[config.mk]
export PLATFORM = sky130hd
export DESIGN_NAME = recepcao_medida
export DESIGN_NICKNAME = d
export VERILOG_FILES = /design/src/rtl/recepcao_medida_pkg.sv /design/src/rtl/recepcao_medida_fd.sv /design/src/rtl/recepcao_medida.sv
export SDC_FILE = /design/constraint.sdc
export NUM_CORES = 1
export LEC_CHECK = 0
export ABC_AREA = 1
export CAP_MARGIN = 20
export CORE_MARGIN = 8
export CORE_UTILIZATION = 55
export CTS_BUF_LIST = sky130_fd_sc_hd__clkbuf_8 sky130_fd_sc_hd__clkbuf_16
export CTS_CLUSTER_SIZE = 24
export DETAILED_ROUTE_END_ITERATION = 8
export GPL_ROUTABILITY_DRIVEN = 0
export PLACE_DENSITY = 0.83
export SLEW_MARGIN = 0
export SYNTH_ARGS = -nofsm -noshare
export SYNTH_HDL_FRONTEND = slang
export SYNTH_SLANG_ARGS = --single-unit
[constraint.sdc]
create_clock -name clock -period 2.92 [get_ports clock]
set_input_delay 0.584 -clock clock [delete_from_list [all_inputs] [get_ports clock]]
set_output_delay 0.584 -clock clock [all_outputs]
set_load 0.01 [all_outputs]
[src/rtl/recepcao_medida_pkg.sv]
// Shared constants for the ASCII measurement receiver: digit range and the
// FSM state encoding (the encoding is also exposed on db_estado).
package recepcao_medida_pkg;

  localparam logic [7:0] ASCII_ZERO = 8'h30;
  localparam logic [7:0] ASCII_NOVE = 8'h39;

  typedef enum logic [2:0] {
    ST_IDLE       = 3'd0,
    ST_DECODIFICA = 3'd1,
    ST_ACUMULA    = 3'd2,
    ST_ESPERA     = 3'd3,
    ST_FIM        = 3'd4,
    ST_ERRO       = 3'd5
  } estado_t;

endpackage

[src/rtl/recepcao_medida_fd.sv]
// Datapath of the measurement receiver: byte register, digit counter,
// decimal accumulator (acc*10 + digit), output value register and, when
// RECEPCAO_TIMEOUT_EN is defined, the inter-byte timeout counter.
module recepcao_medida_fd
  import recepcao_medida_pkg::*;
#(
  parameter int N_DIGITOS      = 3,
  parameter int LARGURA        = 10,
  parameter logic [7:0] TERMINADOR = 8'h23,
  parameter int TIMEOUT_CICLOS = 5_000_000
) (
  input  logic               clock,
  input  logic               reset,
  input  logic [7:0]         dado_rx,
  input  logic               carrega_byte,
  input  logic               limpa,
  input  logic               acumula,
  input  logic               carrega_valor,
  input  logic               limpa_timeout,
  input  logic               conta_timeout,
  output logic [LARGURA-1:0] valor,
  output logic               eh_digito,
  output logic               eh_terminador,
  output logic               fim_contador,
  output logic               tem_digito,
  output logic               timeout
);

  localparam int LARG_CONT = $clog2(N_DIGITOS + 1);

  // Reject configurations where the largest frame value cannot fit in valor.
  if (N_DIGITOS < 1 || TIMEOUT_CICLOS < 1 ||
      (2 ** LARGURA) <= (10 ** N_DIGITOS - 1)) begin : g_parametros_invalidos
    $error("recepcao_medida_fd: invalid parameter combination");
  end

  logic [7:0]           byte_reg;
  logic [LARG_CONT-1:0] contador;
  logic [LARGURA-1:0]   acumulador;
  logic [LARGURA-1:0]   digito;

  assign digito        = LARGURA'(byte_reg[3:0]);
  assign eh_digito     = (byte_reg >= ASCII_ZERO) && (byte_reg <= ASCII_NOVE);
  assign eh_terminador = (byte_reg == TERMINADOR);
  assign fim_contador  = (contador == LARG_CONT'(N_DIGITOS));
  assign tem_digito    = (contador != '0);

  // Capture the incoming byte when the FSM accepts it.
  // NOTE: sequential state uses <= so every register samples pre-edge values.
  always_ff @(posedge clock or posedge reset) begin
    if (reset) byte_reg <= '0;
    else if (carrega_byte) byte_reg <= dado_rx;
  end

  // Digit counter and decimal accumulator, cleared between frames.
  always_ff @(posedge clock or posedge reset) begin
    if (reset) begin
      contador   <= '0;
      acumulador <= '0;
    end else if (limpa) begin
      contador   <= '0;
      acumulador <= '0;
    end else if (acumula) begin
      contador   <= contador + 1'b1;
      acumulador <= acumulador * LARGURA'(10) + digito;
    end
  end

  // Last good value; only a complete frame updates it.
  always_ff @(posedge clock or posedge reset) begin
    if (reset) valor <= '0;
    else if (carrega_valor) valor <= acumulador;
  end

`ifdef RECEPCAO_TIMEOUT_EN
  localparam int LARG_TO = $clog2(TIMEOUT_CICLOS + 1);
  logic [LARG_TO-1:0] cont_timeout;

  // Count idle cycles spent waiting for the next byte of a frame.
  always_ff @(posedge clock or posedge reset) begin
    if (reset) cont_timeout <= '0;
    else if (limpa_timeout) cont_timeout <= '0;
    else if (conta_timeout) cont_timeout <= cont_timeout + 1'b1;
  end

  assign timeout = (cont_timeout == LARG_TO'(TIMEOUT_CICLOS));
`else
  logic unused_timeout;
  assign unused_timeout = ^{limpa_timeout, conta_timeout};
  assign timeout        = 1'b0;
`endif

endmodule

[src/rtl/recepcao_medida.sv]
// Receive end of the ASCII measurement link: parses 1..N_DIGITOS decimal
// digits closed by TERMINADOR, presents the binary value with a one-cycle
// pronto pulse, or a one-cycle erro pulse for a malformed frame.
// Optional build macro: RECEPCAO_TIMEOUT_EN enables the inter-byte timeout.
module recepcao_medida
  import recepcao_medida_pkg::*;
#(
  parameter int N_DIGITOS      = 3,
  parameter int LARGURA        = 10,
  parameter logic [7:0] TERMINADOR = 8'h23,
  parameter int TIMEOUT_CICLOS = 5_000_000
) (
  input  logic               clock,
  input  logic               reset,
  input  logic [7:0]         dado_rx,
  input  logic               pronto_rx,
  output logic [LARGURA-1:0] valor,
  output logic               pronto,
  output logic               erro,
  output logic [2:0]         db_estado
);

  estado_t estado;
  logic carrega_byte, limpa, acumula, carrega_valor, limpa_timeout, conta_timeout;
  logic eh_digito, eh_terminador, fim_contador, tem_digito, timeout;

  recepcao_medida_fd #(
    .N_DIGITOS     (N_DIGITOS),
    .LARGURA       (LARGURA),
    .TERMINADOR    (TERMINADOR),
    .TIMEOUT_CICLOS(TIMEOUT_CICLOS)
  ) u_fd (
    .clock        (clock),
    .reset        (reset),
    .dado_rx      (dado_rx),
    .carrega_byte (carrega_byte),
    .limpa        (limpa),
    .acumula      (acumula),
    .carrega_valor(carrega_valor),
    .limpa_timeout(limpa_timeout),
    .conta_timeout(conta_timeout),
    .valor        (valor),
    .eh_digito    (eh_digito),
    .eh_terminador(eh_terminador),
    .fim_contador (fim_contador),
    .tem_digito   (tem_digito),
    .timeout      (timeout)
  );

  // Datapath strobes decoded from the current state and pronto_rx.
  // NOTE: every output gets a default first so no latch is inferred.
  always_comb begin
    carrega_byte  = 1'b0;
    limpa         = 1'b0;
    acumula       = 1'b0;
    carrega_valor = 1'b0;
    limpa_timeout = 1'b0;
    conta_timeout = 1'b0;
    case (estado)
      ST_IDLE: begin
        limpa        = 1'b1;
        carrega_byte = pronto_rx;
      end
      ST_DECODIFICA: carrega_valor = eh_terminador && tem_digito;
      ST_ACUMULA: begin
        acumula       = 1'b1;
        limpa_timeout = 1'b1;
      end
      ST_ESPERA: begin
        carrega_byte  = pronto_rx;
        conta_timeout = !pronto_rx;
      end
      ST_ERRO: limpa = 1'b1;
      default: ;
    endcase
  end

  // Frame FSM with registered pronto/erro pulses aligned to FIM/ERRO.
  always_ff @(posedge clock or posedge reset) begin
    if (reset) begin
      estado <= ST_IDLE;
      pronto <= 1'b0;
      erro   <= 1'b0;
    end else begin
      pronto <= 1'b0;
      erro   <= 1'b0;
      case (estado)
        ST_IDLE: if (pronto_rx) estado <= ST_DECODIFICA;
        ST_DECODIFICA: begin
          if (eh_digito && !fim_contador) begin
            estado <= ST_ACUMULA;
          end else if (eh_terminador && tem_digito) begin
            estado <= ST_FIM;
            pronto <= 1'b1;
          end else begin
            estado <= ST_ERRO;
            erro   <= 1'b1;
          end
        end
        ST_ACUMULA: estado <= ST_ESPERA;
        ST_ESPERA: begin
          if (pronto_rx) begin
            estado <= ST_DECODIFICA;
          end else if (timeout) begin
            estado <= ST_ERRO;
            erro   <= 1'b1;
          end
        end
        default: estado <= ST_IDLE;
      endcase
    end
  end

  assign db_estado = estado;

endmodule

=== After elaboration in Yosys (flattened, before gate mapping) ===
Index checks and enable logic that the tools add are counted.

* Bits in registers: 35
* Bits of input ports: 11
* Output and inout port bits: 15
* Word-level logic and storage cells: 46

* Add/sub/neg operators: 2
* Multipliers: 1
* Order comparisons: 2
* Eq/ne operators: 7
* Muxes and demuxes: 18
* Reduce and logical (&&, ||, !) cells: 9

{| class="wikitable"
|+ Operator list
! kind !! number
|-
| $mux W10 || 2
|-
| $mux W1 || 11
|-
| $add A10 B4 Y10 || 1
|-
| $mul A10 B3 Y9 const B || 1
|-
| $pmux W3 S3 || 1
|-
| $eq A8 B6 Y1 const B || 1
|-
| $ge A8 B6 Y1 const B || 1
|-
| $le A8 B6 Y1 const B || 1
|-
| $eq A3 B2 Y1 const B || 2
|-
| $mux W3 || 2
|-
| $mux W2 || 2
|-
| $reduce_bool A2 Y1 || 2
|-
| $reduce_or A2 Y1 || 2
|-
| $eq A3 B1 Y1 const B || 1
|-
| $eq A3 B3 Y1 const B || 1
|-
| $logic_and A1 B1 Y1 || 3
|-
| $logic_not A3 Y1 || 1
|-
| $add A2 B1 Y2 const B || 1
|-
| $eq A2 B2 Y1 const B || 1
|-
| $ne A2 B1 Y1 const B || 1
|-
| $logic_not A1 Y1 || 1
|}

=== Depth between registers and ports, before layout ===
Gate-level depths: netlist (run 1).

* Word-level depth: 5
* Depth in mapped cells: 13
* Gate-level depth less buffers: 13

=== Hierarchy ===
Synthesis (run 1) repeated with hierarchy kept, for this count alone.

* Cell total of the unflattened synthesis: 255
* Area total of the unflattened synthesis: 2031.9 um^2

{| class="wikitable"
|+ By module, submodules not included
! module !! times used !! cells each !! area each (um^2) !! sequential area each (um^2)
|-
| recepcao_medida_fd || 1 || 212 || 1740.4 || 750.7
|-
| recepcao_medida || 1 || 43 || 291.5 || 125.1
|}

=== Least setup slack after synthesis (run 1) ===
OpenSTA, ideal clock, no wires.

* Path kind: reg-to-reg
* Start: reg u_fd.acumulador[1]
* End: reg u_fd.acumulador[8]
* Library setup time: 119 ps
* Arrival: 2005 ps
* Data required time: 2801 ps
* Setup slack: 796 ps
* Stages on the path, launching flop included: 10
* Buffers on the path: 0
* Period minus slack after synthesis: 2124 ps
* Cell sequence: dfrtp_1 ha_1 ha_1 fa_1 inv_1 or2_1 nor2_1 nand3_1 nand3_1 nand2_1

* Word-level cells in the longest chain between the ends: 4

{| class="wikitable"
|+ Ends and longest elaborated chain
! what !! line !! source
|-
| start, declared || recepcao_medida_fd.sv:39 || <nowiki>logic [LARGURA-1:0] acumulador;</nowiki>
|-
| start signal, assigned || recepcao_medida_fd.sv:65 || <nowiki>acumulador <= acumulador * LARGURA'(10) + digito;</nowiki>
|-
| $mul A10 B3 Y9 || recepcao_medida_fd.sv:65 ||
|-
| $add A10 B4 Y10 || recepcao_medida_fd.sv:65 ||
|-
| $mux W10 || recepcao_medida_fd.sv:63 || <nowiki>end else if (acumula) begin</nowiki>
|-
| $mux W10 || recepcao_medida_fd.sv:60 || <nowiki>end else if (limpa) begin</nowiki>
|}

Every way passes these cells. The select of a mux whose other input is x is not followed.
A chain may end at the register's enable or synchronous reset.

=== Worst setup path in the final report (run 1) ===
Ends and elaborated chain as after synthesis.

==> results of run 1 <==
-- path summary, 6_finish.rpt --
| check | end | slack (ns) |
|---|---|---|
| max | u_fd.acumulador[8] | 0.65 |
| min | u_fd.valor[9] | 0.48 |
| max reg2reg | u_fd.acumulador[8] | 0.65 |
| min reg2reg | u_fd.valor[9] | 0.48 |
| max in group asynchronous | u_fd.acumulador[0] | 1.91 |
| min in group asynchronous | u_fd.valor[3] | 0.69 |
-- metal layers --
layer / wire length, µm / GRT usage [%]
met1: 1810 / 16.8
met2: 2040 / 24.9
met3: 160 / 4.20
met4: 51 / 5.58
met5: 0 / 0
-- placed cells by master (no fill, tap or decap) --
cell type and instances:
sky130_fd_sc_hd__xor2_1 1, sky130_fd_sc_hd__nor3_4 1, sky130_fd_sc_hd__xnor2_1 1, sky130_fd_sc_hd__nand4_1 3
sky130_fd_sc_hd__nand2_2 3, sky130_fd_sc_hd__or2_4 1, sky130_fd_sc_hd__nand2_1 64, sky130_fd_sc_hd__mux2_2 1
sky130_fd_sc_hd__buf_4 1, sky130_fd_sc_hd__clkdlybuf4s50_1 25, sky130_fd_sc_hd__clkinv_1 1, sky130_fd_sc_hd__clkinvlp_4 1
sky130_fd_sc_hd__nand3_1 17, sky130_fd_sc_hd__clkinv_2 1, sky130_fd_sc_hd__a21oi_1 5, sky130_fd_sc_hd__ha_1 16
sky130_fd_sc_hd__nor4_1 1, sky130_fd_sc_hd__mux2_4 4, sky130_fd_sc_hd__o22ai_1 6, sky130_fd_sc_hd__clkbuf_8 5
sky130_fd_sc_hd__nand2_4 1, sky130_fd_sc_hd__or2_1 1, sky130_fd_sc_hd__o21ai_2 9, sky130_fd_sc_hd__fa_1 2
sky130_fd_sc_hd__nor2_1 18, sky130_fd_sc_hd__dfrtp_1 35, sky130_fd_sc_hd__a21oi_2 1, sky130_fd_sc_hd__inv_1 35
sky130_fd_sc_hd__o21ai_0 7
-- worst max-delay path, delay by kind of cell (launching register included) --
kind	cells	cell delay (ns)
adder cells (fa/ha/maj)	3	1.09
buffers and inverters	1	0.06
flip-flops	1	0.41
AND/OR/NAND/NOR	5	0.61
-- cells by family (layout without fill, tap and decap cells) --
family / count (synthesis) / count (layout) / synth area share [%]
simple gates: 110 / 110 / 23.7
buf+inv: 37 / 69 / 7.61
flops: 35 / 35 / 43.3
compound gates: 28 / 28 / 9.15
fa+ha+maj: 18 / 18 / 11.9
mux: 5 / 5 / 3.53
xor+xnor: 2 / 2 / 0.866
-- cell type report --
type	count	share of cell area (%)
sequential	35	36.4
inverter	35	5.47
timing repair buffer	26	10.7
clock buffer	5	2.86
tap	48	2.50
multi-input combinational	163	41.3
clock inverter	3	0.677
-- where the power goes --
group | total [mW] | switching (mW) | internal [mW]
Combinational | 0.809 | 0.476 | 0.333
Clock | 0.339 | 0.176 | 0.163
Sequential | 0.702 | 0.0979 | 0.604
Total | 1.85 | 0.750 | 1.10
==> impl_metrics.tcl, run 1 <==
set metrics [dict create \
    timing.critical_path.required_ns 3.10 \
    startpoint_type "flop" \
    antenna-diode-count 0 \
    die_h_um 76.7 \
    stdcell_area_um2 2400 \
    ant_nets 0 \
    ys_dominant_reg_cell "sky130_fd_sc_hd__dfrtp_1" \
    timing.slew.headroom_pct 61.8 \
    synth_area_um2 2020 \
    yosys.cell_count.top_type "sky130_fd_sc_hd__nand2_1" \
    report.final.setup_viol 0 \
    yosysTopAreaCell "sky130_fd_sc_hd__dfrtp_1" \
    via_count_of_the_first_global_routing_pass 1614 \
    floorplan.rows 22 \
    route.detailed.wl_per_inst_um 12.9 \
    io_buffers 25 \
    numCtsBuffers 5 \
    start_util_pct 56.1 \
    power_density_nw_per_um2 770 \
    total_track_usage_pct 14.6 \
    min_delay_startpoint "u_fd.valor[9]" \
    syn-num-nets 264 \
    power_consumption_mw 1.85 \
    cts-resized-gates 0 \
    postLayoutSetupSlackWorst_ns 0.649 \
    num_vias 1607 \
    synthDominantCellAreaShare_pct 43.3 \
    wire_length_of_the_first_global_routing_pass_um 7060 \
    floorplan.core_area_um2 3610 \
    pin_slew_with_the_least_headroom_to_its_limit_ns 0.567 \
    post-route-min-period_ns 2.27 \
    n_fill_cell 308 \
    insertion_delay_of_the_later_clocked_pin_in_the_worst_skew_pair_ns 0.29 \
    cpMaxStageDelayCell "sky130_fd_sc_hd__fa_1" \
    timing.final.crit_share_pct 77.8 \
    synth-edff-count 0 \
    multi_input_comb_area_um2 993 \
    whs_path_depth 2 \
    floorplan.die_area_um2 5880 \
    synth_top_cells_by_area "sky130_fd_sc_hd__dfrtp_1 (43%), sky130_fd_sc_hd__nand2_1 (12%), sky130_fd_sc_hd__ha_1 (9.9%), sky130_fd_sc_hd__inv_1 (6.3%), sky130_fd_sc_hd__nand3_1 (4.2%)" \
    crit-reg2reg-launch "u_fd.acumulador[1]" \
    critPathArrivalTime_ns 2.45 \
    cts_sinks 35 \
    status "finished clean" \
    max-cap-violations 0 \
    synth.distinct_cells 25 \
    grt_start_max_net_pins 36 \
    remaining_drc_errors 0 \
    worst-setup-path-type "flop to flop" \
    final_non_filler_cell_total 315 \
    top_level_ports 26 \
    achievable-frequency_ghz 0.440 \
    cts_root_buf "sky130_fd_sc_hd__clkbuf_8" \
    clock_path_buffers 2 \
    timing.reg2reg.worst_path_depth 9 \
    synth.ff_latch_count 35 \
    final_hold_slack_ns 0.475 \
    post_synth_inst_count 235 \
    die_width_um 76.7 \
    async_reset_ff_share_pct 100 \
    postCtsSetupBuffers 0 \
    cts-htree-levels 2 \
    rsz0062_at_grt "no" \
    min-delay-path-class "flop to flop" \
    ys_seq_area_share_pct 43.3 \
    synth_area_per_cell_um2 8.61 \
    holdBufCountCts 0 \
    initialDrtViolationCount 139 \
    cp-end-kind "flop" \
    cells_after_dpl 307 \
    setup_crit_start "u_fd.acumulador[1]" \
    worstPathMaxFanout 3 \
    wl_um 4070 \
    finalHoldViolations 0 \
    hpwl_um 3140 \
    antenna_violations_before_repair 0 \
    seqCellArea_um2 876 \
    nets 295 \
    via_density_per_instance 5.10 \
    placement.cell_area_um2 2320 \
    critical_path_cell_sequence "ha_1, ha_1, fa_1, inv_1, or2_1, nor2_1, nand3_1, nand3_1, nand2_1" \
    netlist_top_cells_count "sky130_fd_sc_hd__nand2_1 (64), sky130_fd_sc_hd__dfrtp_1 (35), sky130_fd_sc_hd__inv_1 (34)" \
    layout-drive-gt1-share_pct 10.9 \
    fin_tns_setup_ns 0 \
    cts_tree "done" \
    critical_path.max_stage_delay_ns 0.54 \
    grt_remaining_overflow 0 \
    fin_util_pct 66.7 \
    firstDrtPassIters 5 \
    cts.reportedPaths.clkPinSlew_ns 0.07 \
    yosys_warnings 0 \
    pre_cts_slack_ns 0.666 \
    final-max-slew-violation-count 0 \
    clock-skew-final_ns 0.00860 \
    power.static_leakage_nw 1.23 \
    area_growth_pct 18.8 \
    vdd_ir_drop_max_uv 523 \
]
(Power assumes the default switching activity.)
==> run 2: changes to the inputs <==
==> constraint.sdc (replaced) <==
create_clock -name clock -period 2.3 [get_ports clock]
set_input_delay 0.46 -clock clock [delete_from_list [all_inputs] [get_ports clock]]
set_output_delay 0.46 -clock clock [all_outputs]
set_load 0.01 [all_outputs]
==> run 2 against run 1 <==
Sequential cell count is the same; non-clock buffer count increased by 2; power rose by 30%; clock skew grew 0.00072 ns; utilization increased by 0.73 points; first-iteration DRC count decreased by 14%; highest routed layer unchanged.
==> impl_metrics.tcl, run 2 (synthesis gave the netlist of run 1 again) <==
set metrics [dict create \
    cts.reportedPaths.clkPinSlew_ns 0.08 \
    firstDrtPassIters 4 \
    floorplan.core_area_um2 3610 \
    layout_commonest_cell "sky130_fd_sc_hd__nand2_1" \
    startpoint_type "flop" \
    timing.slew.headroom_pct 71.9 \
    insertion_delay_of_the_later_clocked_pin_in_the_worst_skew_pair_ns 0.30 \
    post-route-min-period_ns 2.19 \
    antenna_violations_before_repair 0 \
    worst-path-stages 10 \
    critPathBufInv 0 \
    initialDrtViolationCount 119 \
    grt_remaining_overflow 0 \
    via_count_of_the_first_global_routing_pass 1505 \
    cts_sinks 35 \
    cpMaxStageDelayCell "sky130_fd_sc_hd__fa_2" \
    timing.reg2reg.worst_path_depth 10 \
    area_growth_pct 20.1 \
    power_density_nw_per_um2 989 \
    rr_endpoint "u_fd.acumulador[9]" \
    ant_nets 0 \
    wl_um 4080 \
    nets 297 \
    crit-reg2reg-launch "u_fd.acumulador[3]" \
    critPathArrivalTime_ns 2.38 \
    power.static_leakage_nw 1.23 \
    cts_tree "done" \
    cts_root_buf "sky130_fd_sc_hd__clkbuf_8" \
    top_level_ports 26 \
    layout-drive-gt1-share_pct 13.0 \
    timing.critical_path.max_delay_family "adder cells" \
    clock-skew-final_ns 0.00932 \
    critical_path_cell_sequence "ha_1, ha_2, fa_2, nand2_1, nor2_1, nand2_1, nor2_1, nand2_1, nand3_1, nand2_1" \
    final_non_filler_cell_total 317 \
    final-max-slew-violation-count 0 \
    hpwl_um 3180 \
    cells_after_dpl 308 \
    worstPathMaxFanout 3 \
    remaining_drc_errors 0 \
    commonest_cells_after_routing_fill_and_taps_aside "sky130_fd_sc_hd__nand2_1 (64), sky130_fd_sc_hd__dfrtp_1 (35), sky130_fd_sc_hd__inv_1 (34), sky130_fd_sc_hd__clkdlybuf4s50_1 (25)" \
    vdd_ir_drop_max_uv 632 \
    report.final.setup_viol 0 \
    cp-end-kind "flop" \
    critical_path.max_stage_delay_ns 0.55 \
    critical-path-top-cell-by-count "sky130_fd_sc_hd__nand2_1" \
    max-cap-violations 0 \
    floorplan.rows 22 \
    achievable-frequency_ghz 0.456 \
    status "finished clean" \
    io_buffers 25 \
    setup_crit_start "u_fd.acumulador[3]" \
    die_width_um 76.7 \
    timing.critical_path.required_ns 2.49 \
    final_hold_slack_ns 0.479 \
    holdBufCountCts 0 \
    total_track_usage_pct 14.7 \
    die_h_um 76.7 \
    worst-setup-path-type "flop to flop" \
    antenna-diode-count 0 \
    numCtsBuffers 5 \
    via_density_per_instance 5.07 \
    num_vias 1607 \
    floorplan.die_area_um2 5880 \
    critPathCapture "u_fd.acumulador[9]" \
    timing.final.crit_share_pct 95.4 \
    wire_length_of_the_first_global_routing_pass_um 6950 \
    finalHoldViolations 0 \
    fin_tns_setup_ns 0 \
    route.detailed.wl_per_inst_um 12.9 \
    ff2ff_setup_slack_ns 0.11 \
    min-delay-path-class "flop to flop" \
    start_util_pct 56.1 \
    cts-htree-levels 2 \
    grt_start_max_net_pins 36 \
    pin_slew_with_the_least_headroom_to_its_limit_ns 0.422 \
    clock_path_buffers 2 \
]
==> run 2: what timing repair did <==
| action | 4_1_cts | 5_1_grt |
|---|---|---|
| setup endpoints to repair | 0 | 2 |
| setup buffers | 0 | 1 |
| resized for setup | 0 | 3 |
==> run 2: per-stage QoR <==
stage                     util [%]  power (mW)  worst slack, ns  cell area, µm²
after global routing          67.4        2.60          -0.0221            2430
after floorplan                  -        1.65            0.176            2020
after global placement        64.5        1.91            0.115            2330
after CTS                     67.0        2.41           0.0436            2410
after detailed placement      64.5        1.96           0.0368            2330
final                         67.4        2.40            0.106            2430
==> run 2: how the worst min path moves through the flow <==
stage	depth (start not counted)	slack, ns	to	from
global route	2	0.50	u_fd.valor[4]	u_fd.valor[4]
CTS	2	0.48	u_fd.valor[9]	u_fd.valor[9]
detailed placement	2	0.46	u_fd.valor[9]	u_fd.valor[9]
finish	2	0.48	u_fd.valor[9]	u_fd.valor[9]
floorplan	2	0.45	u_fd.acumulador[9]	u_fd.acumulador[9]
global placement	2	0.46	u_fd.valor[9]	u_fd.valor[9]
==> run 2: area by class of cell <==
cell class / count / area, µm²
Fill cell: 297 / 1180
Multi-Input combinational cell: 163 / 1000
Clock inverter: 3 / 20.0
Sequential cell: 35 / 876
Inverter: 35 / 131
Clock buffer: 5 / 68.8
Timing Repair Buffer: 28 / 273
Tap cell: 48 / 60.1
==> run 2: worst min-delay path: cells and delay by family (launching register included) <==
family | cells | cell delay [ns]
and+or+nand+nor | 2 | 0.09
DFF | 1 | 0.35
==> run 2: layer usage <==
layer | wire length, µm | share of wire [%] | track usage, % | vias to the layer above
met5 | 0 | 0 | 0 | -
met4 | 74 | 1.8 | 6.35 | 0
met3 | 127 | 3.1 | 3.96 | 7
met2 | 2040 | 50 | 24.3 | 32
met1 | 1840 | 45 | 17.5 | 740
li1 | - | - | - | 828
==> run 2: power breakdown <==
group          switching, mW  leakage [nW]  internal [mW]  total, mW
combinational          0.614         0.732          0.452       1.07
clock                  0.238        0.0402          0.211      0.449
sequential             0.123         0.462          0.766      0.889
==> run 3: changes to the inputs <==
--- a/config.mk
+++ b/config.mk
@@ -14,6 +14,7 @@
 export DETAILED_ROUTE_END_ITERATION = 8
 export GPL_ROUTABILITY_DRIVEN = 0
 export PLACE_DENSITY = 0.83
+export RECOVER_POWER = 50
 export SLEW_MARGIN = 0
 export SYNTH_ARGS = -nofsm -noshare
 export SYNTH_HDL_FRONTEND = slang
==> run 3 against run 2 <==
Die area unchanged; wire length rose by 0.37%; first-iteration DRC count fell by 9.2%; combinational power decreased by 4%; non-clock buffer count stayed put; critical path type unchanged; critical endpoint unchanged; highest routed layer unchanged.
==> impl_metrics.tcl, run 3 (synthesis gave the netlist of run 1 again) <==
set metrics [dict create \
    grt_start_max_net_pins 36 \
    switching_part_of_the_total_power_pct 40.4 \
    wl_um 4090 \
    hold_end "u_fd.valor[9]" \
    area_growth_pct 18.8 \
    grt_remaining_overflow 0 \
    cts_sinks 35 \
    floorplan.die_area_um2 5880 \
    crit-reg2reg-launch "u_fd.acumulador[3]" \
    start_util_pct 56.1 \
    critPathArrivalTime_ns 2.38 \
    io_buffers 25 \
    numCtsBuffers 5 \
    worstPathMaxFanout 3 \
    antenna-diode-count 0 \
    netSwitchingPower_mw 0.956 \
    vdd_ir_drop_max_uv 634 \
    pre_cts_slack_ns 0.0368 \
    placement.cell_area_um2 2330 \
    max-cap-violations 0 \
    fin_tns_setup_ns 0 \
    cellInternalPower_mw 1.41 \
    floorplan.core_area_um2 3610 \
    final_hold_slack_ns 0.479 \
    postLayoutSetupSlackWorst_ns 0.112 \
    cells_after_dpl 308 \
    finalHoldViolations 0 \
    setup_crit_start "u_fd.acumulador[3]" \
    top_level_ports 26 \
    cts_tree "done" \
    status "finished clean" \
    firstDrtPassIters 4 \
    ant_nets 0 \
    min-delay-path-class "flop to flop" \
    timing.slew.headroom_pct 44.8 \
    remaining_drc_errors 0 \
    final_non_filler_cell_total 317 \
    num_vias 1601 \
    ff2ff_setup_slack_ns 0.11 \
    power_density_nw_per_um2 984 \
    via_density_per_instance 5.05 \
    commonest_cells_after_routing_fill_and_taps_aside "sky130_fd_sc_hd__nand2_1 (66), sky130_fd_sc_hd__dfrtp_1 (35), sky130_fd_sc_hd__inv_1 (34), sky130_fd_sc_hd__clkdlybuf4s50_1 (24)" \
    route.detailed.wl_per_inst_um 12.9 \
    clock-skew-final_ns 0.00965 \
    cts.reportedPaths.clkPinSlew_ns 0.08 \
    layout-drive-gt1-share_pct 11.2 \
    n_fill_cell 304 \
    comb_power_share_pct 43.6 \
    hpwl_um 3180 \
    multi_input_comb_area_um2 981 \
    pin_slew_with_the_least_headroom_to_its_limit_ns 0.827 \
    min_delay_startpoint "u_fd.valor[9]" \
    clock_path_buffers 2 \
    wire_length_of_the_first_global_routing_pass_um 6950 \
    startpoint_type "flop" \
    die_h_um 76.7 \
    insertion_delay_of_the_later_clocked_pin_in_the_worst_skew_pair_ns 0.29 \
    clock_power_share_pct 18.9 \
    total_track_usage_pct 14.7 \
    seqCellArea_um2 876 \
    timing.critical_path.required_ns 2.49 \
    die_width_um 76.7 \
    initialDrtViolationCount 108 \
    seqPwrFrac_pct 37.5 \
    cts-htree-levels 2 \
    worst-setup-path-type "flop to flop" \
    final-max-slew-violation-count 0 \
    nets 297 \
    cp-end-kind "flop" \
    achievable-frequency_ghz 0.457 \
    antenna_violations_before_repair 0 \
    timing.final.crit_share_pct 95.1 \
    layout_commonest_cell "sky130_fd_sc_hd__nand2_1" \
    floorplan.rows 22 \
    rr_endpoint "u_fd.acumulador[9]" \
    whs_path_depth 2 \
    stdcell_area_um2 2400 \
    timing.reg2reg.worst_path_depth 10 \
    power.static_leakage_nw 1.22 \
    report.final.setup_viol 0 \
    cts_root_buf "sky130_fd_sc_hd__clkbuf_8" \
    post-route-min-period_ns 2.19 \
    via_count_of_the_first_global_routing_pass 1505 \
]
==> run 3: changes by cell type in the layout (fill, tap and decap cells not counted), sizes merged <==
cell / before / now
buf: 3 / 1
clkbuf: 5 / 7
clkdlybuf4s50: 25 / 24
dlygate4sd3: 0 / 1
==> run 3: final cells by class <==
class / instances / share of cell area [%]
inverters: 35 / 5.47
repair buffers: 28 / 11.1
clock buffers: 5 / 2.86
well taps: 48 / 2.50
multi-input cells: 163 / 40.8
flip-flops and latches: 35 / 36.4
clock inverters: 3 / 0.833
==> run 3: worst max-delay path by stage <==
stage / end / cells past startpoint / slack, ns
after CTS: u_fd.acumulador[8] / 9 / 0.04
after detailed placement: u_fd.acumulador[8] / 9 / 0.04
after floorplan: u_fd.acumulador[8] / 9 / 0.18
after global placement: u_fd.acumulador[8] / 9 / 0.12
final: u_fd.acumulador[9] / 10 / 0.11
after global routing: u_fd.acumulador[8] / 9 / -0.02
==> run 3: layer usage <==
| layer | GRT usage [%] | wire (µm) |
|---|---|---|
| met1 | 17.5 | 1850 |
| met2 | 24.3 | 2050 |
| met3 | 3.96 | 126 |
| met4 | 6.35 | 74 |
| met5 | 0 | 0 |
==> run 3: worst max-delay path, stage by stage (launching register included) <==
cell                      delay [ns]
sky130_fd_sc_hd__dfrtp_1        0.41
sky130_fd_sc_hd__ha_1           0.29
sky130_fd_sc_hd__ha_2           0.21
sky130_fd_sc_hd__fa_2           0.55
sky130_fd_sc_hd__nand2_1        0.08
sky130_fd_sc_hd__nor2_1         0.18
sky130_fd_sc_hd__nand2_1        0.10
sky130_fd_sc_hd__nor2_1         0.09
sky130_fd_sc_hd__nand2_1        0.05
sky130_fd_sc_hd__nand3_1        0.06
sky130_fd_sc_hd__nand2_1        0.06
==> run 3: through the flow <==
stage | util, % | total power [mW]
floorplan | - | 1.65
global placement | 64.5 | 1.91
detailed placement | 64.5 | 1.96
CTS | 67.0 | 2.41
global route | 66.7 | 2.57
finish | 66.7 | 2.37
==> run 3: power groups by stage <==
stage          registers (mW)  logic, mW  clock network (mW)
2_1_floorplan           0.888      0.767                   0
3_3_place_gp            0.895       1.01                   0
5_1_grt                 0.910       1.17               0.486
3_5_place_dp            0.907       1.05                   0
6_report                0.887       1.03               0.447
4_1_cts                 0.896       1.05               0.460
==> run 3: repair_timing <==
item	in CTS	in global routing
buffers inserted	0	1
hold buffers	0	0
gates resized for setup	0	3
endpoints found under the setup margin	0	2
